$ cat src/rtl/spi_master.sv
// SPI mode-0 master: shifts a CMD_W-bit command out MSB-first and, for read
// commands (top two bits 2'b11), clocks in an RD_W-bit reply MSB-first.
module spi_master #(
  parameter int unsigned CLK_DIV = 2,
  parameter int unsigned CMD_W   = 10,
  parameter int unsigned RD_W    = 8
) (
  input  logic             clk,
  input  logic             reset,
  input  logic             start,
  input  logic [CMD_W-1:0] tx_word,
  output logic             busy,
  output logic             done,
  output logic [RD_W-1:0]  rx_data,
  output logic             rx_valid,
  output logic             SCLK,
  output logic             MOSI,
  input  logic             MISO,
  output logic             SS_n
);

  localparam int unsigned DIV_W = 8;
  localparam int unsigned N_MAX = CMD_W + RD_W;
  localparam int unsigned CNT_W = $clog2(N_MAX + 1);

  localparam logic [DIV_W-1:0] DIV_LAST = DIV_W'(CLK_DIV - 1);
  localparam logic [CNT_W-1:0] N_WR     = CNT_W'(CMD_W);
  localparam logic [CNT_W-1:0] N_RD     = CNT_W'(N_MAX);
  localparam logic [CNT_W-1:0] RD_LEN   = CNT_W'(RD_W);

  typedef enum logic [1:0] {IDLE, SETUP, SHIFT, DONE} state_t;

  state_t           state;
  logic [DIV_W-1:0] div_cnt;
  logic [CNT_W-1:0] bit_cnt;
  logic [CMD_W-1:0] tx_shift;
  logic [RD_W-1:0]  rx_shift;
  logic             rd_flag;
  logic             div_end;

  assign div_end = (div_cnt == DIV_LAST);

  // bit_cnt drops at each SCLK fall, so it reads 0 during the final low half
  always_ff @(posedge clk or posedge reset) begin
    if (reset) begin
      state    <= IDLE;
      div_cnt  <= '0;
      bit_cnt  <= '0;
      tx_shift <= '0;
      rx_shift <= '0;
      rd_flag  <= 1'b0;
      busy     <= 1'b0;
      done     <= 1'b0;
      rx_data  <= '0;
      rx_valid <= 1'b0;
      SCLK     <= 1'b0;
      MOSI     <= 1'b0;
      SS_n     <= 1'b1;
    end else begin
      done     <= 1'b0;
      rx_valid <= 1'b0;
      case (state)
        IDLE: begin
          SS_n    <= 1'b1;
          SCLK    <= 1'b0;
          MOSI    <= 1'b0;
          busy    <= 1'b0;
          div_cnt <= '0;
          if (start) begin
            tx_shift <= tx_word;
            rd_flag  <= (tx_word[CMD_W-1 -: 2] == 2'b11);
            bit_cnt  <= (tx_word[CMD_W-1 -: 2] == 2'b11) ? N_RD : N_WR;
            rx_shift <= '0;
            SS_n     <= 1'b0;
            MOSI     <= tx_word[CMD_W-1];
            busy     <= 1'b1;
            state    <= SETUP;
          end
        end
        SETUP: begin
          if (div_end) begin
            div_cnt <= '0;
            SCLK    <= 1'b1;
            state   <= SHIFT;
          end else begin
            div_cnt <= div_cnt + DIV_W'(1);
          end
        end
        SHIFT: begin
          if (!div_end) begin
            div_cnt <= div_cnt + DIV_W'(1);
          end else begin
            div_cnt <= '0;
            if (SCLK) begin
              SCLK     <= 1'b0;
              MOSI     <= tx_shift[CMD_W-2];
              tx_shift <= {tx_shift[CMD_W-2:0], 1'b0};
              bit_cnt  <= bit_cnt - CNT_W'(1);
            end else if (bit_cnt == '0) begin
              SS_n  <= 1'b1;
              done  <= 1'b1;
              state <= DONE;
              if (rd_flag) begin
                rx_data  <= rx_shift;
                rx_valid <= 1'b1;
              end
            end else begin
              SCLK <= 1'b1;
              // only the last RD_W rises of a read frame carry reply bits
              if (rd_flag && (bit_cnt <= RD_LEN)) begin
                rx_shift <= {rx_shift[RD_W-2:0], MISO};
              end
            end
          end
        end
        DONE: begin
          busy  <= 1'b0;
          state <= IDLE;
        end
        default: state <= IDLE;
      endcase
    end
  end

endmodule

$ cat config.mk
export PLATFORM = sky130hd
export DESIGN_NAME = spi_master
export DESIGN_NICKNAME = d
export VERILOG_FILES = /design/src/rtl/spi_master.sv
export SDC_FILE = /design/constraint.sdc
export NUM_CORES = 1
export LEC_CHECK = 0
export ABC_CLOCK_PERIOD_IN_PS = 3400
export BUFFER_PORTS_ARGS = -buffer_cell sky130_fd_sc_hd__buf_2
export CORE_AREA = 3 3 73 75
export DETAILED_ROUTE_END_ITERATION = 12
export DIE_AREA = 0 0 76 78
export PLACE_DENSITY_LB_ADDON = 0.3
export SETUP_SLACK_MARGIN = 0.5
export SKIP_LAST_GASP = 1
export SYNTH_ARGS = -nofsm -noshare
export SYNTH_HDL_FRONTEND = slang
export SYNTH_SLANG_ARGS = --single-unit
$ cat constraint.sdc
create_clock -name clk -period 3.4 [get_ports clk]
set_input_delay 0.68 -clock clk [delete_from_list [all_inputs] [get_ports clk]]
set_output_delay 0.68 -clock clk [all_outputs]
set_load 0.05 [all_outputs]
* Yosys cells after proc, flatten, opt, wreduce, memory -nomap -nowiden
Cells that the tools add are included.
** Storage, ports and cells
- Bits in registers :: 47
- Bits of input ports :: 14
- Output and inout bits :: 14
** Cells by class
- Add/sub/neg operators :: 2
- Order comparisons :: 1
- Equality and inequality tests :: 13
- Multiplexer cells :: 48
- Bitwise gates (word level) :: 1
- Reductions and logical operators :: 16
** Operators by type and width (count)
- $mux 8 :: 6
- $pmux 8 s2 :: 2
- $mux 9 :: 3
- $mux 1 :: 21
- $mux 5 :: 4
- $pmux 9 s2 :: 1
- $ne 2x2->1 const B :: 8
- $mux 2 :: 5
- $pmux 5 s2 :: 1
- $reduce_and 5->1 :: 2
- $add 8x1->8 const B :: 1
- $eq 8x1->1 const B :: 1
- $pmux 2 s4 :: 1
- $reduce_and 4->1 :: 2
- $eq 2x2->1 const B :: 3
- $pmux 1 s2 :: 3
- $reduce_and 3->1 :: 2
- $reduce_and 6->1 :: 1
- $reduce_bool 2->1 :: 3
- $le 5x4->1 const B :: 1
- $logic_not 5->1 :: 1
- $sub 5x1->5 const B :: 1
- $pmux 1 s3 :: 1
- $reduce_bool 3->1 :: 1
- other kinds (6) :: 6

* Logic depth before layout (Yosys ltp)
- Depth in word-level cells :: 7
- Depth in mapped cells :: 7

* Worst setup path before layout
No wires, ideal clock.
- Path type :: register -> register
- Start point :: reg div_cnt[1]
- End point :: reg bit_cnt[4]
- Setup time :: 0.131 ns
- Arrival :: 2.026 ns
- Required time :: 3.269 ns
- Setup slack :: 1.243 ns
- Cell stages (with the launch flop) :: 8
- Path buffers :: 1
- Clock period less this slack :: 2.157 ns
- Cell sequence :: dfrtp_1 > inv_1 > ha_1 > or4b_4 > or4_1 > buf_4 > o311ai_2 > o21ai_1
** On the way
- Cells in the longest elaborated chain, start to end :: 3
** Ends and longest elaborated chain
- start: declaration :: RTL line 34 : logic [DIV_W-1:0] div_cnt;
- start signal: assignment :: RTL line 86 : div_cnt <= div_cnt + DIV_W'(1);
- start signal: assignment :: RTL line 91 : div_cnt <= div_cnt + DIV_W'(1);
- $eq 8x1->1 :: RTL line 41 : assign div_end = (div_cnt == DIV_LAST);
- $ne 2x2->1 (no source line)
- $reduce_and 4->1 (no source line)
- end signal: assignment :: RTL line 72 : bit_cnt <= (tx_word[CMD_W-1 -: 2] == 2'b11) ? N_RD : N_WR;
- end signal: assignment :: RTL line 98 : bit_cnt <= bit_cnt - CNT_W'(1);
- end: declaration :: RTL line 35 : logic [CNT_W-1:0] bit_cnt;
Every way passes these cells.
A chain may end at the register's enable or synchronous reset.

* Worst setup path after layout
- Start point :: reg state[0]
- End point :: reg rx_shift[3]
** On the way
- Cells in the longest elaborated chain, start to end :: 3
** Ends and longest elaborated chain
- start: declaration :: RTL line 33 : state_t state;
- start signal: assignment :: RTL line 46 : state <= IDLE;
- start signal: assignment :: RTL line 77 : state <= SETUP;
- start signal: assignment :: RTL line 84 : state <= SHIFT;
- $eq 2x2->1 or $logic_not 2->1 (tied branches) :: RTL line 62 : case (state)
- $ne 2x2->1 (no source line) or $reduce_bool 2->1 (tied branches)
- $reduce_and 6->1 (no source line)
- end signal: assignment :: RTL line 111 : rx_shift <= {rx_shift[RD_W-2:0], MISO};
- end: declaration :: RTL line 37 : logic [RD_W-1:0] rx_shift;
Several ways; a longest one is shown, not always the timed one.

==> out/results.ini <==
[yosys]
yosysSeqAreaShare_pct=50.1
syn_inst=223
synth_seq_cells=47
syn-cell-area_sq_um=2350
synthArstFlopShare_pct=100
yosysWarnings=0
synth_top_flop_cell=dfrtp_1
synth.avg_cell_area_sq_um=10.5
ys_types=43
synth-edff-count=0
synth_nets=246

[power]
pwr-share-comb_pct=38.8
leakagePower_nw=1.33
pwr-share-seq_pct=42.0
vdd_drop_max_v=0.000409
power.internal_mw=1.13
clkPwrFrac_pct=19.2
swShare_pct=39.5
power_per_cell_area_nw_per_um2=707
net-switching-power_uw=740

[sta]
tightest_slew_ns=0.954
final.setup_skew_ns=0.00970
period_needed_ns=2.44
worst_hold_slack_ns=0.488
slew_headroom_pct=36.3
hold_violations=0
setup_viol=0
tns_ns=0
max_freq_mhz=409
fin_crit_sh_pct=71.9
rsz0062_at_grt=no
slew_viol_final=0

[critical_path]
crit_start=state[0]
cp_max_fo=11
critPathKind=reg -> reg
cp.arrival_ns=2.62
startpoint_type=flop
worstReg2RegStart=state[0]
crit_required_ns=3.58
worstSetupEndpointType=flop

[floorplan]
rows=25
fp.dieH_microns=78
core_area_sq_um=4720
dieWidth_microns=76
io_pins=28
die-area_sq_um=5930
start_util_pct=49.7

[status]
outcome=finished, final reports clean

[run]
cap_violations=0

[placement]
gp_congestion=0.822
dpl.hpwl_microns=2960
portBuffers=27

[drt]
drt-total-wl_microns=4180
drt_iter0_markers=59
drc=0
avgViaCountPerCell=5.22
vias=1669
ant_nets=0
wl_per_cell_microns=13.1
first_pass_iters=4

[final_layout]
utilization_pct=56.1
final_nets=275
antenna_cells=0
seq_area_sq_um=1180
syn_to_final_growth_pct=12.8
final_cell_mix=46 x dfrtp_1, 27 x buf_2, 23 x nand2_1
multi_input_area_sq_um=1080
fill_cells=411
layout-drive-gt1-share_pct=21.7
final_common_cell=dfrtp_1

[hold_path]
hold_class=reg -> reg
worstHoldStart=busy

[global_route]
grtUsageMet2_pct=24.3
overflow=0
met3_usage_pct=3.02
antenna_found_initial=0
grt_max_degree=48
grt.total_usage_pct=15.1
grt_pass1_vias=1625
grt_pass1_wl_microns=7230
grtUsageMet1_pct=19.6
busiest_layer=met2

[clock_tree]
post_cts_buffers=0
clock_path_buffers=2
cts_tree=built
postCtsHoldBufs=0
cts_max_level=2
cts.sinks=47
cts_made_buffers=5
cts.clk_slew.worst_paths_ns=0.09
cts-root-buf=clkbuf_8
cts.repair.resized=0
clock_latency_ns=0.30

## layer usage
layer / vias up / part of all wire, %
met5: - / 0
met4: 0 / 2.2
met3: 8 / 3.8
met2: 31 / 45
met1: 792 / 49
li1: 838 / -
## Yosys cell counts, drive strengths merged (2+ instances only)
cell type | n | area [sq um]
a21oi | 6 | 30.0
and3 | 3 | 18.8
buf | 3 | 16.3
clkbuf | 4 | 15.0
dfrtp | 46 | 1150
ha | 9 | 113
inv | 16 | 60.1
mux2 | 10 | 113
mux2i | 18 | 180
nand2 | 23 | 86.3
nand2b | 4 | 25.0
nand3 | 13 | 65.1
nand4 | 3 | 25.0
nand4b | 2 | 17.5
nor2 | 9 | 33.8
nor2b | 5 | 31.3
nor3 | 3 | 15.0
nor4b | 2 | 17.5
o21ai | 17 | 85.1
o22ai | 2 | 12.5
or4 | 2 | 15.0
xnor2 | 2 | 17.5
xor2 | 5 | 43.8
## sequential cells by signal, indices dropped and copies added, names as in the netlist, 2 cells and up
signal	cells
div_cnt	8
tx_shift	9
bit_cnt	5
state	2
rx_data	8
rx_shift	8
## layout make-up
cell class	instances	area share, %
Sequential cell	47	44.4
Clock buffer	6	3.11
Timing Repair Buffer	29	5.66
Multi-Input combinational cell	153	40.8
Clock inverter	2	0.613
Inverter	16	2.27
Tap cell	67	3.16
## critical path, cell delays in order (launching register included)
cell     delay [ns]
dfrtp_1        0.42
inv_1          0.14
ha_1           0.39
nor2b_1        0.32
nand4_1        0.13
or4_1          0.73
mux2i_1        0.19
## per-stage QoR
| step | cells | total power [mW] | area [sq um] | worst slack [ns] |
|---|---|---|---|---|
| global placement | 312 | 1.51 | 2550 | 0.985 |
| global route | 320 | 2.02 | 2650 | 0.742 |
| finish | 320 | 1.87 | 2650 | 0.957 |
| detailed placement | 312 | 1.53 | 2550 | 0.953 |
| floorplan | 223 | 1.36 | 2350 | 1.24 |
| CTS | 320 | 1.89 | 2650 | 0.942 |
## cells by family (layout without fill, tap and decap cells)
group                      count (synthesis)  after routing  synth area share (%)
and+or+nand+nor                           75             75                  17.3
DFF                                       47             47                  50.1
AOI/OAI and AO/OA                         34             34                  8.84
muxes                                     28             28                  12.5
buffers and inverters                     23             53                  3.89
adders and majority gates                  9              9                  4.79
xor gates and xnor gates                   7              7                  2.61
## worst paths after layout
| kind | cells past startpoint | endpoint | slack, ns |
|---|---|---|---|
| min reg2reg | 2 | busy | 0.49 |
| max in group asynchronous | 2 | state[1] | 2.22 |
| max | 6 | rx_shift[3] | 0.96 |
| max reg2reg | 6 | rx_shift[3] | 0.96 |
| min | 2 | busy | 0.49 |
| min in group asynchronous | 2 | rx_shift[6] | 0.59 |
## power groups by stage
stage          logic (mW)  clock network [mW]  registers (mW)
3_5_place_dp        0.732                   0           0.798
6_report            0.726               0.360           0.787
4_1_cts             0.734               0.371           0.788
3_3_place_gp        0.718                   0           0.792
5_1_grt             0.818               0.396           0.808
2_1_floorplan       0.515                   0           0.846
(Power assumes the default switching activity.)
